$ cat config.mk
export PLATFORM = sky130hd
export DESIGN_NAME = serial_sub_sequencer_flat
export DESIGN_NICKNAME = d
export VERILOG_FILES = /design/src/rtl/serial_sub_sequencer_pkg.sv /design/src/rtl/serial_sub_sequencer_if.sv /design/src/rtl/serial_sub_sequencer_cell.sv /design/src/rtl/serial_sub_sequencer.sv /design/src/flat_wrapper.sv
export SDC_FILE = /design/constraint.sdc
export NUM_CORES = 1
export LEC_CHECK = 0
export BUFFER_PORTS_ARGS = -buffer_cell sky130_fd_sc_hd__buf_2
export CAP_MARGIN = 20
export CORE_MARGIN = 5
export CORE_UTILIZATION = 50
export DETAILED_ROUTE_END_ITERATION = 10
export PLACE_DENSITY = 0.83
export SYNTH_ARGS = -nofsm -noshare
export SYNTH_HDL_FRONTEND = slang
export SYNTH_SLANG_ARGS = --single-unit
$ cat constraint.sdc
create_clock -name clk -period 3.71 [get_ports clk]
set_input_delay 0.742 -clock clk [delete_from_list [all_inputs] [get_ports clk]]
set_output_delay 0.742 -clock clk [all_outputs]
set_load 0.01 [all_outputs]
$ cat src/rtl/serial_sub_sequencer_pkg.sv
// sersub_pkg: shared FSM states, mode codes and counter-width helper for serial_sub_sequencer
package sersub_pkg;
    typedef enum logic [1:0] {IDLE, SHIFT, DONE} state_t;
    localparam logic [1:0] MODE_SUB  = 2'b00;
    localparam logic [1:0] MODE_ONES = 2'b01;
    localparam logic [1:0] MODE_TWOS = 2'b10;
    function automatic int clog2(input int v);
        int r;
        r = 0;
        while ((1 << r) < v) r++;
        return (r < 1) ? 1 : r;
    endfunction
endpackage

$ cat src/rtl/serial_sub_sequencer_if.sv
// serial_sub_sequencer_if: start/busy/done handshake and operand/result bus
//   master drives start, mode, a, b; slave drives busy, done, result, borrow_out, ovf
interface serial_sub_sequencer_if #(parameter int WIDTH = 8);
    logic             start;
    logic [1:0]       mode;
    logic [WIDTH-1:0] a;
    logic [WIDTH-1:0] b;
    logic             busy;
    logic             done;
    logic [WIDTH-1:0] result;
    logic             borrow_out;
    logic             ovf;
    modport master(output start, mode, a, b, input busy, done, result, borrow_out, ovf);
    modport slave(input start, mode, a, b, output busy, done, result, borrow_out, ovf);
endinterface

$ cat src/rtl/serial_sub_sequencer_cell.sv
// sub_bit_cell: combinational 1-bit full subtractor
//   x, y, bin in; d = x - y - bin difference bit, bout borrow out
module sub_bit_cell (
    input  logic x,
    input  logic y,
    input  logic bin,
    output logic d,
    output logic bout
);
    assign d = x ^ y ^ bin;
    assign bout = (~x & y) | (~(x ^ y) & bin);
endmodule

$ cat src/rtl/serial_sub_sequencer.sv
// serial_sub_sequencer: LSB-first bit-serial A-B / ones(A) / twos(A) on one shared subtractor cell
//   clk, rst_n (async active-low); s: slave side of serial_sub_sequencer_if
//   start/mode/a/b sampled on accept in IDLE; busy during SHIFT; done one-cycle pulse;
//   result/borrow_out/ovf held from done until next accept.
//   Optional macro SERSUB_OVF_EN enables the signed overflow flag; otherwise ovf is tied 0.
module serial_sub_sequencer
    import sersub_pkg::*;
#(
    parameter int WIDTH = 8
) (
    input logic                 clk,
    input logic                 rst_n,
    serial_sub_sequencer_if.slave s
);
    localparam int CW = clog2(WIDTH);
    state_t state, state_nx;
    logic [CW-1:0] cnt;
    logic [WIDTH-1:0] x, y, res;
    logic [1:0] op;
    logic bin, cd, cb, d, bout, ones, last, accept;
    sub_bit_cell u_cell (.x(x[0]), .y(y[0]), .bin(bin), .d(cd), .bout(cb));
    assign ones = op == MODE_ONES;
    assign d = ones ? ~x[0] : cd;
    assign bout = ones ? 1'b0 : cb;
    assign last = cnt == CW'(WIDTH - 1);
    assign accept = (state == IDLE) && s.start;
    always_ff @(posedge clk or negedge rst_n)
        if (!rst_n) state <= IDLE;
        else state <= state_nx;
    always_comb begin
        state_nx = state;
        state_nx = (state == IDLE)  ? (s.start ? SHIFT : IDLE) :
                   (state == SHIFT) ? (last ? DONE : SHIFT) : IDLE;
    end
    // x/y shift right so the bit under the cell is always bit 0; d enters result at the MSB
    always_ff @(posedge clk or negedge rst_n)
        if (!rst_n) begin
            cnt <= '0;
            x   <= '0;
            y   <= '0;
            res <= '0;
            op  <= MODE_SUB;
            bin <= 1'b0;
        end else if (accept) begin
            cnt <= '0;
            x   <= (s.mode == MODE_TWOS) ? '0 : s.a;
            y   <= (s.mode == MODE_TWOS) ? s.a : s.b;
            res <= '0;
            op  <= s.mode;
            bin <= 1'b0;
        end else if (state == SHIFT) begin
            cnt <= cnt + 1'b1;
            x   <= x >> 1;
            y   <= y >> 1;
            res <= {d, res[WIDTH-1:1]};
            bin <= bout;
        end
`ifdef SERSUB_OVF_EN
    logic ovf_q;
    // on the last bit x[0]/y[0] hold the original MSBs and d becomes the result MSB
    always_ff @(posedge clk or negedge rst_n)
        if (!rst_n) ovf_q <= 1'b0;
        else if (accept) ovf_q <= 1'b0;
        else if (state == SHIFT && last) ovf_q <= !ones && (x[0] != y[0]) && (d != x[0]);
    assign s.ovf = ovf_q;
`else
    assign s.ovf = 1'b0;
`endif
    assign s.busy = state == SHIFT;
    assign s.done = state == DONE;
    assign s.result = res;
    assign s.borrow_out = bin;
endmodule
$ cat src/flat_wrapper.sv
// flat-port wrapper written by rule: the top's interface ports become plain ports
module serial_sub_sequencer_flat import sersub_pkg::*;
#(
    parameter int WIDTH = 8
)
  (clk, rst_n, s_start, s_mode, s_a, s_b, s_busy, s_done, s_result, s_borrow_out, s_ovf);
  serial_sub_sequencer_if #(.WIDTH(WIDTH)) s_i ();
  input logic clk;
  input logic rst_n;
  input wire logic [$bits(s_i.start)-1:0] s_start;
  input wire logic [$bits(s_i.mode)-1:0] s_mode;
  input wire logic [$bits(s_i.a)-1:0] s_a;
  input wire logic [$bits(s_i.b)-1:0] s_b;
  output wire logic [$bits(s_i.busy)-1:0] s_busy;
  output wire logic [$bits(s_i.done)-1:0] s_done;
  output wire logic [$bits(s_i.result)-1:0] s_result;
  output wire logic [$bits(s_i.borrow_out)-1:0] s_borrow_out;
  output wire logic [$bits(s_i.ovf)-1:0] s_ovf;
  assign s_i.start = s_start;
  assign s_i.mode = s_mode;
  assign s_i.a = s_a;
  assign s_i.b = s_b;
  assign s_busy = s_i.busy;
  assign s_done = s_i.done;
  assign s_result = s_i.result;
  assign s_borrow_out = s_i.borrow_out;
  assign s_ovf = s_i.ovf;
  serial_sub_sequencer #(.WIDTH(WIDTH)) u_core (.clk(clk), .rst_n(rst_n), .s(s_i));
endmodule
; After elaboration in Yosys (flattened, before gate mapping)
; Cells that the tools add are included.
[totals]
ff_bits = 32
inputBits = 21
out_inout_bits = 12
[classes]
addsub = 1
n_eq_ne = 5
mux = 18
bitwise = 7
n_reduce_logical = 3
[ops]
columns = cell, n
row1 = 2-to-1 mux 8 bit, 8
row2 = 2-to-1 mux 2 bit, 3
row3 = 2-to-1 mux 3 bit, 2
row4 = 2-to-1 mux 1 bit, 5
row5 = "equality test 2 x 1 -> 1 bit, second input constant", 2
row6 = "equality test 2 bit, second input constant", 2
row7 = "adder 3 x 1 -> 3 bit, second input constant", 1
row8 = "equality test 3 bit, second input constant", 1
row9 = bitwise AND 1 bit, 2
row10 = logical NOT 2 bit, 1
row11 = inverter 1 bit, 2
row12 = nonzero test 2 bit, 1
row13 = XOR 1 bit, 2
row14 = logical AND 1 bit, 1
row15 = OR 1 bit, 1

; Logic depth before layout (Yosys ltp)
; Gate-level depths: netlist (run 1).
[depth]
ltp_word = 7
ltp_mapped = 6
ltp_nobuf = 4

; Hierarchy
; A second synthesis (run 1) with hierarchy kept.
[unflattened]
cells_unflattened = 117
area_unflattened_um2 = 1477.7
[modules_own_cells]
columns = mod, n_inst, cells_each, area_each_um2, seq_area_each_um2
row1 = serial_sub_sequencer, 1, 113, 1446.4, 800.8
row2 = sub_bit_cell, 1, 4, 31.3, 0.0

; Worst setup path after synthesis (run 1)
; No wires, ideal clock.
[synth_timing]
path_type = input-to-reg
startpoint = input s_mode[0]
endpoint = register u_core.y[7]
arrival_ps = 1493
required_time_ps = 3589
path_slack_ps = 2096
cell_stages = 4
n_path_buf = 1
path_cell_list = nand2b_1 -> buf_2 -> mux2_1 -> a22o_1
[synth_via]
elab_chain_len = 3
[synth_rtl]
columns = item, line_no
row1 = start: declaration, flat_wrapper.sv:11  ; input wire logic [$bits(s_i.mode)-1:0] s_mode;
row2 = equality test 2 bit, serial_sub_sequencer.sv:47  ; y <= (s.mode == MODE_TWOS) ? s.a : s.b;
row3 = 2-to-1 mux 8 bit, serial_sub_sequencer.sv:47
row4 = 2-to-1 mux 8 bit, serial_sub_sequencer.sv:44  ; end else if (accept) begin
row5 = end signal: assignment, serial_sub_sequencer.sv:47
row6 = end signal: assignment, serial_sub_sequencer.sv:54  ; y <= y >> 1;
row7 = end: declaration, serial_sub_sequencer.sv:18  ; logic [WIDTH-1:0] x, y, res;
; No other way between the ends.
; A chain may end at the register's enable or synchronous reset.

; Worst setup path after layout (run 1)
[layout_timing]
startpoint = register u_core.state[1]
endpoint = output s_busy
[layout_via]
elab_chain_len = 1
[layout_rtl]
columns = item, line_no
row1 = start: declaration, serial_sub_sequencer.sv:16  ; state_t state, state_nx;
row2 = start signal: assignment, serial_sub_sequencer.sv:29  ; else state <= state_nx;
row3 = equality test 2 x 1 -> 1 bit, serial_sub_sequencer.sv:69  ; assign s.busy = state == SHIFT;
row4 = end: declaration, flat_wrapper.sv:14  ; output wire logic [$bits(s_i.busy)-1:0] s_busy;
; No other way between the ends.

==> metrics list, run 1 <==
- Starting utilization of the core area: 0.524
- Max VDD drop: 0.533 mV
- Pin slew with the least headroom to its limit: 721 ps
- Compared with the post-synthesis result, the final layout area differs by 12.7%.
* Overall die area: 4060 µm²
- Data arrival time of the critical path: 1540 ps
- Setup repair after global routing left no endpoint under its margin.
* Cell area after placement: 1570 µm²
- Fraction of layout instances using a drive strength above 1: 0.291
- Average routed wire per standard cell: 16.3 µm
- Yosys printed 0 warnings.
- Of the total power, the share spent switching nets is 0.361.
- Register-to-register path setup slack: 2110 ps
- Remaining number of nets flagged by the antenna check after routing: 0
- Maximum capacitance violations: 0
* Row cnt: 19
* Ranking of synthesized cells by area: sky130_fd_sc_hd__dfrtp_1 (55%), sky130_fd_sc_hd__a22o_1 (7.3%), sky130_fd_sc_hd__mux2i_1 (5.5%), sky130_fd_sc_hd__a21oi_1 (3.1%), sky130_fd_sc_hd__a22oi_1 (3.1%)
* Antenna violations before repair: 0
* CTS buffer count: 5
- The share of synthesized area in the top cell type comes to 0.555.
- The share of total power dissipated in sequential elements is 0.461.
- Once the clock tree was built, the resizer swapped 0 gates to a different size.
- Post-CTS Hold Buffers: 0
- Element type at the critical path start: flop
- Including well taps, the total number of placed cells is 171.
- In the final layout, the multi-input gates occupy 556 µm².
- The total overflow left after global routing is 0.
* Area of the core: 2760 µm²
- Summed over all instances, the cell type with the most area after synthesis is sky130_fd_sc_hd__dfrtp_1.
- The clock period could shrink to 2280 ps.
- The worst register-to-register path ends at u_core.op[1]$_DFFE_PN0P_.
- Kind of critical path: flop to output port
- Measured against its own limit, the worst slew margin works out to 0.519.
- For this run, the slowest stage of the critical path takes 440 ps.
- I/O pin total: 33
- Final clock skew: 7.88 ps
- Fill cells in the final layout number 253.
* Most frequently used cell type in the post-synthesis netlist: sky130_fd_sc_hd__dfrtp_1
* Register-to-Register Path Depth: 2
* Number of enable-type register cells in the synthesized netlist: 0
- Dividing the detail-routed via count by the number of cells gives 5.75.
- Clock tree from TritonCTS: done
- In this run the worst hold path is classified as primary input to asynchronous set/reset pin.
- In the synthesized netlist the dominant register cell turns out to be sky130_fd_sc_hd__dfrtp_1.
* Post-route DRC violation count: 0
- Area used by sequential logic in the layout: 801 µm²
- Num Clock Sinks: 32
- Setup violations remaining at the end of the flow were counted as 0.
- On the final layout, the worst hold slack is 440 ps.
* H-Tree Level Count: 2
* Worst-path maximum fanout: 21
* Leakage Power: 0.000823 µW
- Final worst path period share: 0.614
- Data on the critical path is required at its endpoint by 2970 ps.
- At the end of the flow, the number of nets in the layout was 171.
- Total wire length after detailed routing: 2920 µm
* Run status: finished, final reports clean
- The number of global-route vias before repair came to 1117.
* Pwr Density: 807 nW/µm²
- Maximum number of pins on one net before global-route repair: 33
- Yosys mapped the design onto 28 distinct sky130hd cell types.
* Synthesized netlist net count: 142
- Sequential cell area fraction in the yosys report: 0.555
- Detailed Place HPWL: 2060 µm
- In this run, the number of DRC markers left after iteration 0 of detailed routing was 51.
- The share of total power dissipated in the clock network is 0.156.
* Number of standard cells in the layout, taps in and fillers out: 179
- After layout, the design draws a total of 1310 µW.
* Pre-Repair DR Iteration Count: 4
- After clock tree synthesis, the clock-pin slew on the worst setup and hold paths is 100 ps.
- DIE WIDTH: 63.7 µm
- Chip height: 63.7 µm
* Via count: 1029
- Of the total power, combinational logic draws 0.383.
- Placer Congestion: 0.778
- Number of hold violations in the final report: 0
- List of cells traversed by the critical path: nand2b_1, inv_4, buf_2
* Fmax: 0.439 GHz
- For this run, the total global-route usage over all layers was measured as 0.164.
- Syn_area_per_cell: 12.2 µm²
- First-pass GRT wire length: 5180 µm
- The cell count after synthesis came out at 118.
- Final slew viol count: 0
* # diodes: 0
- Count of input and output buffers: 31
- The startpoint identified for the worst register-to-register timing path is u_core.state[0]$_DFF_PN0_.
* Clock Tree Buf Depth: 2
* Final Cell Area: 1630 µm²
* Standard cell with the maximum stage delay on the critical path: sky130_fd_sc_hd__dfrtp_1
- Internal power: 838 µW
- Switching power summed over all nets: 474 µW
- Post-Synthesis Cell Area: 1440 µm²
- The critical path contains buffers and inverters numbering 2 combined.
- Largest delay share family, worst path: flip-flops
- After synthesis, the most frequently instantiated cells are sky130_fd_sc_hd__dfrtp_1 (32), sky130_fd_sc_hd__a22o_1 (12), sky130_fd_sc_hd__a21oi_1 (9), sky130_fd_sc_hd__mux2i_1 (8), sky130_fd_sc_hd__o22ai_1 (7).
* Crit. End Element: output port
* Clock tree root buffer cell: sky130_fd_sc_hd__clkbuf_4
- Clock latency on the worst-skew pair, taken at its later pin, is 330 ps.
* Number of synthesized register bits: 32
- Post-CTS timing repair inserted 0 buffers for setup.
* Final sum of negative setup slack: 0 ps
* Post-synthesis async set-or-reset flop share: 1.00
==> stage by stage <==
stage,util,setup WS [ps]
floorplan,-,2100
global placement,0.569,1680
detailed placement,0.569,1590
CTS,0.590,1410
global route,0.590,1300
finish,0.590,1430
==> final cells by class <==
cell class                 count  share of cell area
sequential                    32               0.492
multi-input combinational     74               0.342
timing repair buffer          32               0.100
clock buffer                   8              0.0362
tap                           31              0.0238
inverter                       2             0.00615
==> placed cells by master, fill, tap and decap left out, drive strengths merged <==
| cell type | synthesis | final |
|---|---|---|
| ha | 2 | 2 |
| fa | 1 | 1 |
| a221o | 1 | 1 |
| mux2i | 8 | 8 |
| a32o | 1 | 1 |
| a22oi | 6 | 6 |
| dfrtp | 32 | 32 |
| nor2b | 1 | 1 |
| o21ba | 1 | 1 |
| nand3 | 6 | 6 |
| nor3b | 1 | 1 |
| conb | 1 | 1 |
| nand2b | 3 | 3 |
| a22o | 12 | 12 |
| o21bai | 1 | 1 |
| nand2 | 6 | 6 |
| mux2 | 3 | 3 |
| and2 | 2 | 2 |
| nor2 | 2 | 2 |
| a21oi | 9 | 9 |
| buf | 9 | 32 |
| clkbuf | 1 | 8 |
| inv | 2 | 2 |
| o22ai | 7 | 7 |
==> layer usage <==
metal | wire length [µm] | track usage | vias up
met4 | 34 | 0.0623 | 0
met2 | 1430 | 0.261 | 34
li1 | - | - | 492
met3 | 205 | 0.0648 | 4
met5 | 0 | 0 | -
met1 | 1250 | 0.200 | 499
==> sequential cells by signal (all words and copies together) (netlist names) <==
| register | flops |
|---|---|
| u_core.s.borrow_out | 1 |
| u_core.state | 2 |
| u_core.op | 2 |
| u_core.cnt | 3 |
| u_core.s.result | 8 |
| u_core.y | 8 |
| u_core.x | 8 |
==> how the worst max path moves through the flow <==
stage          cells past startpoint                 endpoint                      start
2_1_floorplan                      4  u_core.y[7]$_DFFE_PN0P_                  s_mode[0]
3_3_place_gp                       4  u_core.y[7]$_DFFE_PN0P_                  s_mode[0]
3_5_place_dp                       4  u_core.y[7]$_DFFE_PN0P_                  s_mode[0]
4_1_cts                            3                   s_busy  u_core.state[1]$_DFF_PN0_
5_1_grt                            3                   s_busy  u_core.state[1]$_DFF_PN0_
6_report                           3                   s_busy  u_core.state[1]$_DFF_PN0_
==> cell families after synthesis <==
logic type               share of synthesized area
other                                      0.00260
adder cells (fa/ha/maj)                     0.0312
multiplexers                                0.0789
AO/OA/AOI/OAI                                0.192
flip-flops                                   0.555
AND/OR/NAND/NOR                             0.0806
buffers and inverters                       0.0607
==> power groups by stage <==
stage / Combinational (µW) / Clock, µW / Sequential, µW
2_1_floorplan: 389 / 0 / 606
3_3_place_gp: 482 / 0 / 600
3_5_place_dp: 507 / 0 / 609
4_1_cts: 510 / 211 / 605
5_1_grt: 568 / 233 / 626
6_report: 503 / 204 / 605
(Power assumes the default switching activity.)
==> run 2: changes to the inputs <==
==> constraint.sdc (replaced) <==
create_clock -name clk -period 2.15 [get_ports clk]
set_input_delay 0.43 -clock clk [delete_from_list [all_inputs] [get_ports clk]]
set_output_delay 0.43 -clock clk [all_outputs]
set_load 0.01 [all_outputs]
==> metrics list, run 2 (synthesis results as in run 1) <==
- Buffers placed on the I/O ports in this run total 31.
- Unrepaired setup endpoints after global routing: false
- Most frequent cells in the layout: sky130_fd_sc_hd__dfrtp_1 (32), sky130_fd_sc_hd__buf_2 (31), sky130_fd_sc_hd__a22o_1 (12), sky130_fd_sc_hd__a21oi_1 (9), sky130_fd_sc_hd__mux2i_1 (8)
* Clock tree from TritonCTS: done
- Across the run, the number of max-cap violations was 0.
- Setup fix buffers added after clock tree synthesis: 0
- Skew-Pair Late Insertion Delay: 320 ps
- Area added between synthesis and finish: 14.1%
* Placer Congestion: 0.830
- The floorplan step defined a die boundary enclosing 4060 µm².
* Starting utilization of the core area: 0.524
- Pwr Density: 1380 nW/µm²
* Leakage Power: 0.000838 µW
- First-iteration detailed-routing DRC count: 56
- The die is 63.7 µm tall.
- The clock drives 32 sinks.
- The total overflow left after global routing is 0.
* Detailed Place HPWL: 2070 µm
- The worst setup path is launched from a flop.
* Standard cell with the maximum stage delay on the critical path: sky130_fd_sc_hd__dfrtp_1
- After detailed placement, the total cell area comes to 1580 µm².
* Max VDD drop: 0.825 mV
* Total of fill cells in the finished design: 233
* Fmax: 0.514 GHz
- Worst-case headroom to the max-slew limit: 0.551
* Antenna violations before repair: 0
* Data arrival time of the critical path: 1510 ps
* Area of the core: 2760 µm²
* Resize count post-CTS: 0
- Pin slew with the least headroom to its limit: 673 ps
- The clock period could shrink to 1940 ps.
- CTS buffer count: 5
- In the routed design, unresolved DRC markers number 0.
- Via count: 1063
- Total routing usage reported by global routing: 0.156
- Final worst path period share: 0.905
- Number of nets in the finished design: 173
* Remaining number of nets flagged by the antenna check after routing: 0
- The initialized floorplan defines 19 standard-cell rows.
- Number of hold violations in the final report: 0
- Leaving out fill and tap cells, the most frequent cell in the layout is sky130_fd_sc_hd__dfrtp_1.
* Via count of the first global-routing pass: 1097
- Worst Hold Margin: 140 ps
- Max stage delay on crit path: 440 ps
* Post-CTS Hold Buffers: 0
- Pre-Repair DR Iteration Count: 4
- DIE WIDTH: 63.7 µm
- The min-delay analysis places its worst path in the category primary input to asynchronous set/reset pin.
- Data on the critical path is required at its endpoint by 1720 ps.
- In this run the number of H-tree levels came out at 2.
- No sink is reached through more buffers than the 2 on the longest clock path.
- The tree is rooted in a sky130_fd_sc_hd__clkbuf_4.
- Average routed wire per standard cell: 16.0 µm
* Final clock skew: 4.49 ps
- The signal on the critical path passes through nand2b_1, inv_4, buf_2.
- STA classifies the critical path endpoint as an output port.
- Final sum of negative setup slack: 0 ps
* I/O pin total: 33
- Worst-path maximum fanout: 21
- Setup violations remaining at the end of the flow were counted as 0.
- The run finished with clean final reports.
- Kind of critical path: flop to output port
- The first global-routing pass estimated 5030 µm of wire.
- # diodes: 0
- Maximum number of pins on one net before global-route repair: 33
- Final Cell Area: 1650 µm²
- Fraction of layout instances using a drive strength above 1: 0.309
- Area of the multi-input gates: 556 µm²
- Post-CTS clock slew at the launch and capture registers of the worst setup and hold paths: 90 ps
- Via density: 5.91
- Across the whole layout, storage elements account for 801 µm².
* Total wire length after detailed routing: 2880 µm
- The final-report max-slew violation count is 0.
-- run 2: changes by cell type in the layout (fill, tap and decap cells not counted) --
cell                       before  now
sky130_fd_sc_hd__buf_4          1    3
sky130_fd_sc_hd__clkbuf_1       2    0
sky130_fd_sc_hd__clkbuf_8       1    2
-- run 2: power breakdown --
group | total, µW | switching (µW) | internal, µW | leakage [µW]
clock | 369 | 184 | 185 | 0.0000374
combinational | 864 | 440 | 423 | 0.000400
sequential | 1050 | 182 | 863 | 0.000400
total | 2280 | 806 | 1470 | 0.000838
-- run 2: critical path: cells and delay by family (launching register included) --
family,cells,cell delay [ps]
flip-flops,1,440
buffers and inverters,2,430
AND/OR/NAND/NOR,1,320
-- run 2: metal layers --
| metal | track usage | share of wire |
|---|---|---|
| met3 | 0.0595 | 0.071 |
| met2 | 0.231 | 0.47 |
| met4 | 0.0390 | 0.0059 |
| met5 | 0 | 0 |
| met1 | 0.216 | 0.45 |
-- run 2: cell type report --
cell class / count / share of cell area
well taps: 31 / 0.0235
clock buffers: 7 / 0.0395
flip-flops and latches: 32 / 0.486
repair buffers: 34 / 0.108
inverters: 2 / 0.00607
multi-input cells: 74 / 0.337
-- run 2: worst paths after layout --
kind                                           start  cells past startpoint                        endpoint  slack (ps)
min reg2reg                u_core.cnt[0]$_DFFE_PN0P_                      1       u_core.cnt[0]$_DFFE_PN0P_         500
min in group clk                              s_a[3]                      3         u_core.x[3]$_DFFE_PN0P_         350
max in group asynchronous                      rst_n                      1         u_core.x[0]$_DFFE_PN0P_        1570
min                                            rst_n                      1  u_core.s.result[0]$_DFFE_PN0P_         140
max                        u_core.state[1]$_DFF_PN0_                      3                          s_busy         210
max reg2reg                u_core.state[1]$_DFF_PN0_                      3         u_core.x[0]$_DFFE_PN0P_         700
-- run 2: metrics by stage --
stage,utilization,total power [µW],std cells,setup slack [ps]
floorplan,-,1720,118,848
detailed placement,0.574,1920,173,572
CTS,0.598,2300,180,204
finish,0.598,2280,180,205
global route,0.598,2460,180,108
global placement,0.574,1870,173,605
